===== src/rtl/if_fetch_unit.sv =====
// Instruction-fetch stage: owns the PC, runs the req/ack instruction bus,
// and presents if_pc/if_inst to the IF/ID register.
module if_fetch_unit #(
   parameter logic [31:0] RESET_PC = 32'h0000_0000,
   parameter int unsigned PC_STEP  = 4
) (
   input  logic        clk,
   input  logic        rst,
   input  logic [5:0]  stall,
   input  logic        branch_flag_i,
   input  logic [31:0] branch_target_i,
   input  logic        flush_i,
   input  logic [31:0] new_pc_i,
   output logic        ibus_req_o,
   output logic [31:0] ibus_addr_o,
   input  logic        ibus_ack_i,
   input  logic [31:0] ibus_rdata_i,
   output logic [31:0] if_pc_o,
   output logic [31:0] if_inst_o,
   output logic        stallreq_o
);

   typedef enum logic [1:0] {
      S_IDLE,
      S_REQ,
      S_HOLD
   } state_t;

   localparam logic [31:0] STEP = 32'(PC_STEP);

   state_t      state, state_next;
   logic [31:0] pc, pc_next;
   logic        pend_valid, pend_valid_next;
   logic [31:0] pend_target, pend_target_next;
   logic [31:0] buffer, buffer_next;
   logic [31:0] hold_pc, hold_pc_next;
   logic        advance;

   logic [31:0] branch_pc;
   logic [31:0] flush_pc;
   logic [31:0] seq_pc;

   // Only stall[0] gates fetch; IF/ID handles stall[1] itself.
   logic        unused_stall;
   assign unused_stall = ^stall[5:1];

   assign branch_pc = {branch_target_i[31:2], 2'b00};
   assign flush_pc  = {new_pc_i[31:2], 2'b00};
   assign seq_pc    = pc + STEP;

   // Next-state, PC selection and bus/pipeline outputs.
   always_comb begin
      state_next       = state;
      pc_next          = pc;
      pend_valid_next  = pend_valid;
      pend_target_next = pend_target;
      buffer_next      = buffer;
      hold_pc_next     = hold_pc;
      advance          = 1'b0;
      ibus_req_o       = 1'b0;
      ibus_addr_o      = '0;
      if_pc_o          = '0;
      if_inst_o        = '0;
      stallreq_o       = 1'b0;

      if (rst) begin
         // Registers are reset in the sequential block; outputs stay 0.
      end else if (flush_i) begin
         // Flush overrides any ack or branch seen in this cycle.
         state_next      = S_REQ;
         pc_next         = flush_pc;
         pend_valid_next = 1'b0;
         buffer_next     = '0;
      end else begin
         unique case (state)
            S_IDLE: begin
               state_next = S_REQ;
            end
            S_REQ: begin
               ibus_req_o  = 1'b1;
               ibus_addr_o = pc;
               if (ibus_ack_i) begin
                  if_pc_o   = pc;
                  if_inst_o = ibus_rdata_i;
                  if (!stall[0]) begin
                     advance = 1'b1;
                  end else begin
                     buffer_next  = ibus_rdata_i;
                     hold_pc_next = pc;
                     state_next   = S_HOLD;
                  end
               end else begin
                  stallreq_o = 1'b1;
               end
            end
            S_HOLD: begin
               if_pc_o   = hold_pc;
               if_inst_o = buffer;
               if (!stall[0]) begin
                  advance    = 1'b1;
                  state_next = S_REQ;
               end
            end
            default: begin
               state_next = S_IDLE;
            end
         endcase

         // A branch that cannot redirect now is remembered for the next advance.
         if (advance) begin
            if (branch_flag_i) begin
               pc_next = branch_pc;
            end else if (pend_valid) begin
               pc_next = pend_target;
            end else begin
               pc_next = seq_pc;
            end
            pend_valid_next = 1'b0;
         end else if (branch_flag_i) begin
            pend_valid_next  = 1'b1;
            pend_target_next = branch_pc;
         end
      end
   end

   // State and PC registers with synchronous active-high reset.
   always_ff @(posedge clk) begin
      if (rst) begin
         state       <= S_IDLE;
         pc          <= RESET_PC;
         pend_valid  <= 1'b0;
         pend_target <= '0;
         buffer      <= '0;
         hold_pc     <= '0;
      end else begin
         state       <= state_next;
         pc          <= pc_next;
         pend_valid  <= pend_valid_next;
         pend_target <= pend_target_next;
         buffer      <= buffer_next;
         hold_pc     <= hold_pc_next;
      end
   end

endmodule


===== config.mk =====
export PLATFORM = sky130hd
export DESIGN_NAME = if_fetch_unit
export DESIGN_NICKNAME = d
export VERILOG_FILES = /design/src/rtl/if_fetch_unit.sv
export SDC_FILE = /design/constraint.sdc
export NUM_CORES = 1
export LEC_CHECK = 0
export ABC_AREA = 1
export CORE_ASPECT_RATIO = 1.25
export CORE_UTILIZATION = 40
export CTS_CLUSTER_SIZE = 10
export DETAILED_ROUTE_END_ITERATION = 12
export GPL_TIMING_DRIVEN = 0
export PLACE_DENSITY = 0.69
export SETUP_SLACK_MARGIN = 0.15
export SYNTH_ARGS = -nofsm -noshare
export SYNTH_HDL_FRONTEND = slang
export SYNTH_SLANG_ARGS = --single-unit

===== constraint.sdc =====
create_clock -name clk -period 2.6 [get_ports clk]
set_input_delay 0.65 -clock clk [delete_from_list [all_inputs] [get_ports clk]]
set_output_delay 0.65 -clock clk [all_outputs]
set_load 0.1 [all_outputs]

* Yosys cells after proc, flatten, opt, wreduce, memory -nomap -nowiden
Cells that the tools add are included.
** Word-level totals
- Word-level logic and storage cells :: 60
- Output and inout bits :: 98
- Register bits :: 129
- Bits of input ports :: 107
** Operators by class
- Equality and inequality tests :: 8
- Reductions and logical operators :: 9
- Add/sub/neg operators :: 1
- Muxes and demuxes :: 32
- Bitwise gates (word level) :: 2
** Operators with widths (count)
- $mux 32 :: 13
- $pmux 32 s2 :: 2
- $add 32x3->32 const B :: 1
- $mux 1 :: 12
- $reduce_and 3->1 :: 4
- $ne 3x3->1 const B :: 3
- $mux 2 :: 3
- $ne 2x2->1 const B :: 3
- $pmux 2 s3 :: 1
- $reduce_and 4->1 :: 1
- $reduce_or 3->1 :: 1
- $eq 2x1->1 const B :: 1
- $eq 2x2->1 const B :: 1
- $logic_not 2->1 :: 1
- $not 1->1 :: 2
- $pmux 1 s2 :: 1
- $reduce_bool 2->1 :: 1
- $reduce_or 2->1 :: 1

* Logic depth before layout (Yosys ltp)
- Word-level depth :: 7
- Gate-level depth with buffers :: 11
- Gate-level depth less buffers :: 11

* Worst setup path after synthesis
No wires, ideal clock.
- Kind :: input to output
- From :: input port flush_i
- To :: output port if_inst_o[0]
- Slack :: -0.840 ns
- Data arrival time :: 2.790 ns
- Path buffers :: 2
- Stages on the path :: 5
- Data required time :: 1.950 ns
- Cells stage by stage :: buf_2 -> nor2_1 -> nand2_1 -> clkbuf_1 -> a21oi_1
** On the way
- Word-level cells in the longest chain between the ends :: 2
** Ends and longest elaborated chain
- from (decl) :: RTL line 12 : input logic flush_i,
- $mux 32 :: RTL line 68 : end else if (flush_i) begin
- $mux 32 :: RTL line 66 : if (rst) begin
- to (decl) :: RTL line 19 : output logic [31:0] if_inst_o,
No other way between the ends.

* Final worst setup path
- From :: register state[0]
- To :: output port if_pc_o[8]
** On the way
- Word-level cells in the longest chain between the ends :: 4
- Elaborated cells on any way between the ends :: 5
- Classes of those cells :: eq/ne: 2; mux: 3
** Ends and longest elaborated chain
- from (decl) :: RTL line 31 : state_t state, state_next;
- from (signal assigned) :: RTL line 136 : state <= state_next;
- $eq 2x2->1 or $eq 2x1->1 (tied branches) :: RTL line 75 : unique case (state)
- $pmux 32 s2 (*) :: RTL line 75
- $mux 32 (*) :: RTL line 68
- $mux 32 (*) :: RTL line 66
- to (decl) :: RTL line 18 : output logic [31:0] if_pc_o,
Mark *: on every way between the ends. The rest lies on a longest branch, timed or not.

==> results.md <==
* Initial antenna violation count at 0
* Leakage at about 4.5 nW
* Switching power at between 1.5 and 2 mW
* Synthesized net count at between 1000 and 1500
* Worst-margin pin slew at approximately 700 ps
* Most common cell after layout, fill and taps aside: nand2_1
* Setup CP Type: flop to output port
* Core ar. at approximately 17000 sq um
* Worst endpoint data arrival time at 1950 ps
* WL per Instance at ~19 um
* H-Tree Depth at 4
* Cts bufs inserted at 17
* Synth Register Bits at roughly 130
* Post-DP HPWL at approximately 20000 um
* Crit start category: flop
* RSZ-0062 raised after global routing: yes
* Clock Tree Root: clkbuf_16
* Most frequent cells in the layout: nand2_1 (222), dfxtp_1 (127), o21ai_0 (108)
* Fin. Hold Viols at 0
* Critical-path maximum fanout at 5
* Failing checks: negative setup slack
* Clock buffer depth at 2
* Avg Cell Area, Syn at around 6.5 sq um
* P per Cell Area at between 400 and 500 nW/um^2
* Seq pwr share at 0.367
* Min-Delay Path Class: flop to flop
* Setup violators final at 2
* Final WS setup at -3.441 ps
* DR vias at roughly 8700
* Vias in the first global route at approximately 8500
* Combinational Power Share at 0.204
* Initial core utilization at 0.4088
* Final net count at 1451
* Slew headroom at 0.5301
* Final Util at 0.7431
* Clock transition at the registers of the reported paths at 60 ps
* Antenna Nets Post-Route at 0
* CTS sink count at between 100 and 150
* # IOs at about 210
* Mapped Cells at roughly 1100
* Switching share of power at 0.2918
* Initial DRC count at roughly 770
* DIE AREA at 18360 sq um
* Fmax achieved at between 300 and 400 MHz
* Die Ht at approximately 150 um
* First-pass GRT wire length at 45830 um
* Largest net degree at the start of global routing at 17
* Internal power at slightly above 4 mW
* P&R area growth vs syn at 81.76%
* Antenna Cells at 0
* Worst skew pair latency at 430 ps
* Num rows at 54
* Dpl cells at about 1500
* Syn Std Cell Area at a little over 7000 sq um
* Synth Flop Type: dfxtp_1
* Clock skew at about 6.7 ps
* Share of layout cells above drive strength 1 at 0.2818
* Die X at 121.4 um
* Sequential area share after synthesis at 0.3624
* Vias per std cell at 5.496
* WL final at just over 30000 um
* TritonCTS clock tree: done
* Number of port buffers at between 150 and 200
* Final min period at between 2000 and 3000 ps
* Tot GR Track Use at 0.3335
* Clock power share at 0.429
* Detailed-router iteration count before antenna repair at 5
* DRC Markers at 0
* Max-Cap Viols at 0
* Asr flop ratio synth at 0
* Final Non-Filler Cells at 1576
* Synth Warn # at 0
* Placer congestion estimate at around 0.94
* Status: complete, but fails checks
* Period utilisation layout at 1.001
* EDFF count, synth at 0
* Yosys cell types at 39
* Crit path required time at between 1500 and 2000 ps
* Max-slew violations at 0
* Crit end category: output port
* Total grt overflow at 0
* Max VDD drop at around 470 uV
[synth_stat cells, drive strengths merged (2+ instances only)]
| cell type | number | area, sq um |
|---|---|---|
| o22ai | 7 | 43.79 |
| nand4 | 4 | 25.02 |
| a221oi | 18 | 163.9 |
| buf | 24 | 141.4 |
| a31oi | 8 | 50.05 |
| inv | 109 | 409.1 |
| nor3 | 5 | 30.03 |
| a21oi | 147 | 747.0 |
| a211oi | 17 | 127.6 |
| nor2 | 151 | 645.6 |
| xor2 | 12 | 105.1 |
| dfxtp | 129 | 2582 |
| or2 | 3 | 18.77 |
| nand2 | 262 | 1016 |
| o2111ai | 2 | 17.52 |
| ha | 5 | 62.56 |
| nand3 | 28 | 145.1 |
| clkbuf | 48 | 180.2 |
| o21ai | 113 | 576.8 |
[logic make-up (layout without fill, tap and decap cells)]
kind of cell,after synthesis,after routing,synth area share
and+or+nand+nor,454,457,0.2647
AOI/OAI and AO/OA,316,316,0.2468
DFF,129,129,0.3624
buffers and inverters,181,433,0.1025
adders and majority gates,5,5,0.008778
xor gates and xnor gates,12,12,0.01475
[flip-flops by register name (all words and copies together), names as in the netlist]
register,count
state,2
hold_pc,32
buffer,32
pend_target,30
pc,32
pend_valid,1
[metrics by stage]
stage	TNS [ps]	setup WS, ps	hold slack [ps]	cell area [sq um]	total power, mW
3_5_place_dp	-135620	-1466	434.6	10510	3.123
4_1_cts	0	16.04	446.2	12570	5.763
2_1_floorplan	-1214	-169.4	423.3	8290	2.766
6_report	-5.183	-3.441	450.9	12950	5.841
5_1_grt	-612.0	-32.31	460.1	12950	6.013
3_3_place_gp	-134550	-1457	432.6	10510	3.114
[routing by layer]
metal,up-vias,wire (um),GRT usage
met1,4121,11410,0.3760
li1,4087,-,-
met4,0,1308,0.1759
met3,89,1942,0.06852
met2,364,15630,0.5875
met5,-,0,0
[power by group through the flow]
stage	registers [mW]	clock network (mW)	logic (mW)
final	2.14	2.51	1.19
after global routing	2.15	2.60	1.26
after CTS	2.14	2.50	1.13
after detailed placement	2.18	0	0.943
after global placement	2.18	0	0.937
after floorplan	2.16	0	0.609
[worst max-delay path, stage by stage (launching register included)]
cell	delay [ps]
dfxtp_4	380
inv_4	60
ha_4	380
nand2_8	140
clkbuf_8	210
a21oi_4	150
buf_12	190
[path summary, 6_finish.rpt]
path,from,to,slack (ps),depth (start not counted)
worst min register to register,pend_target[5],pend_target[5],450,2
worst max register to register,state[1],hold_pc[14],180,10
worst max-delay path,state[0],if_pc_o[8],-3,6
worst min-delay path,pend_target[5],pend_target[5],450,2
[timing repair]
action,in CTS,in global routing
setup endpoints to repair,98,101
gates resized for setup,906,99
pin swaps,25,39
gates cloned,15,1
buffers inserted,10,3
hold buffers,0,0
[layout make-up]
| type | count | area (sq um) |
|---|---|---|
| repair buffers | 220 | 3322 |
| clock buffers | 22 | 474.2 |
| fillers | 1280 | 4478 |
| multi-input cells | 790 | 5017 |
| clock inverters | 10 | 132.6 |
| well taps | 224 | 280.3 |
| plain buffers | 72 | 716.9 |
| inverters | 109 | 420.4 |
| flip-flops and latches | 129 | 2590 |
No activity file was read; power rests on OpenSTA's default activity.
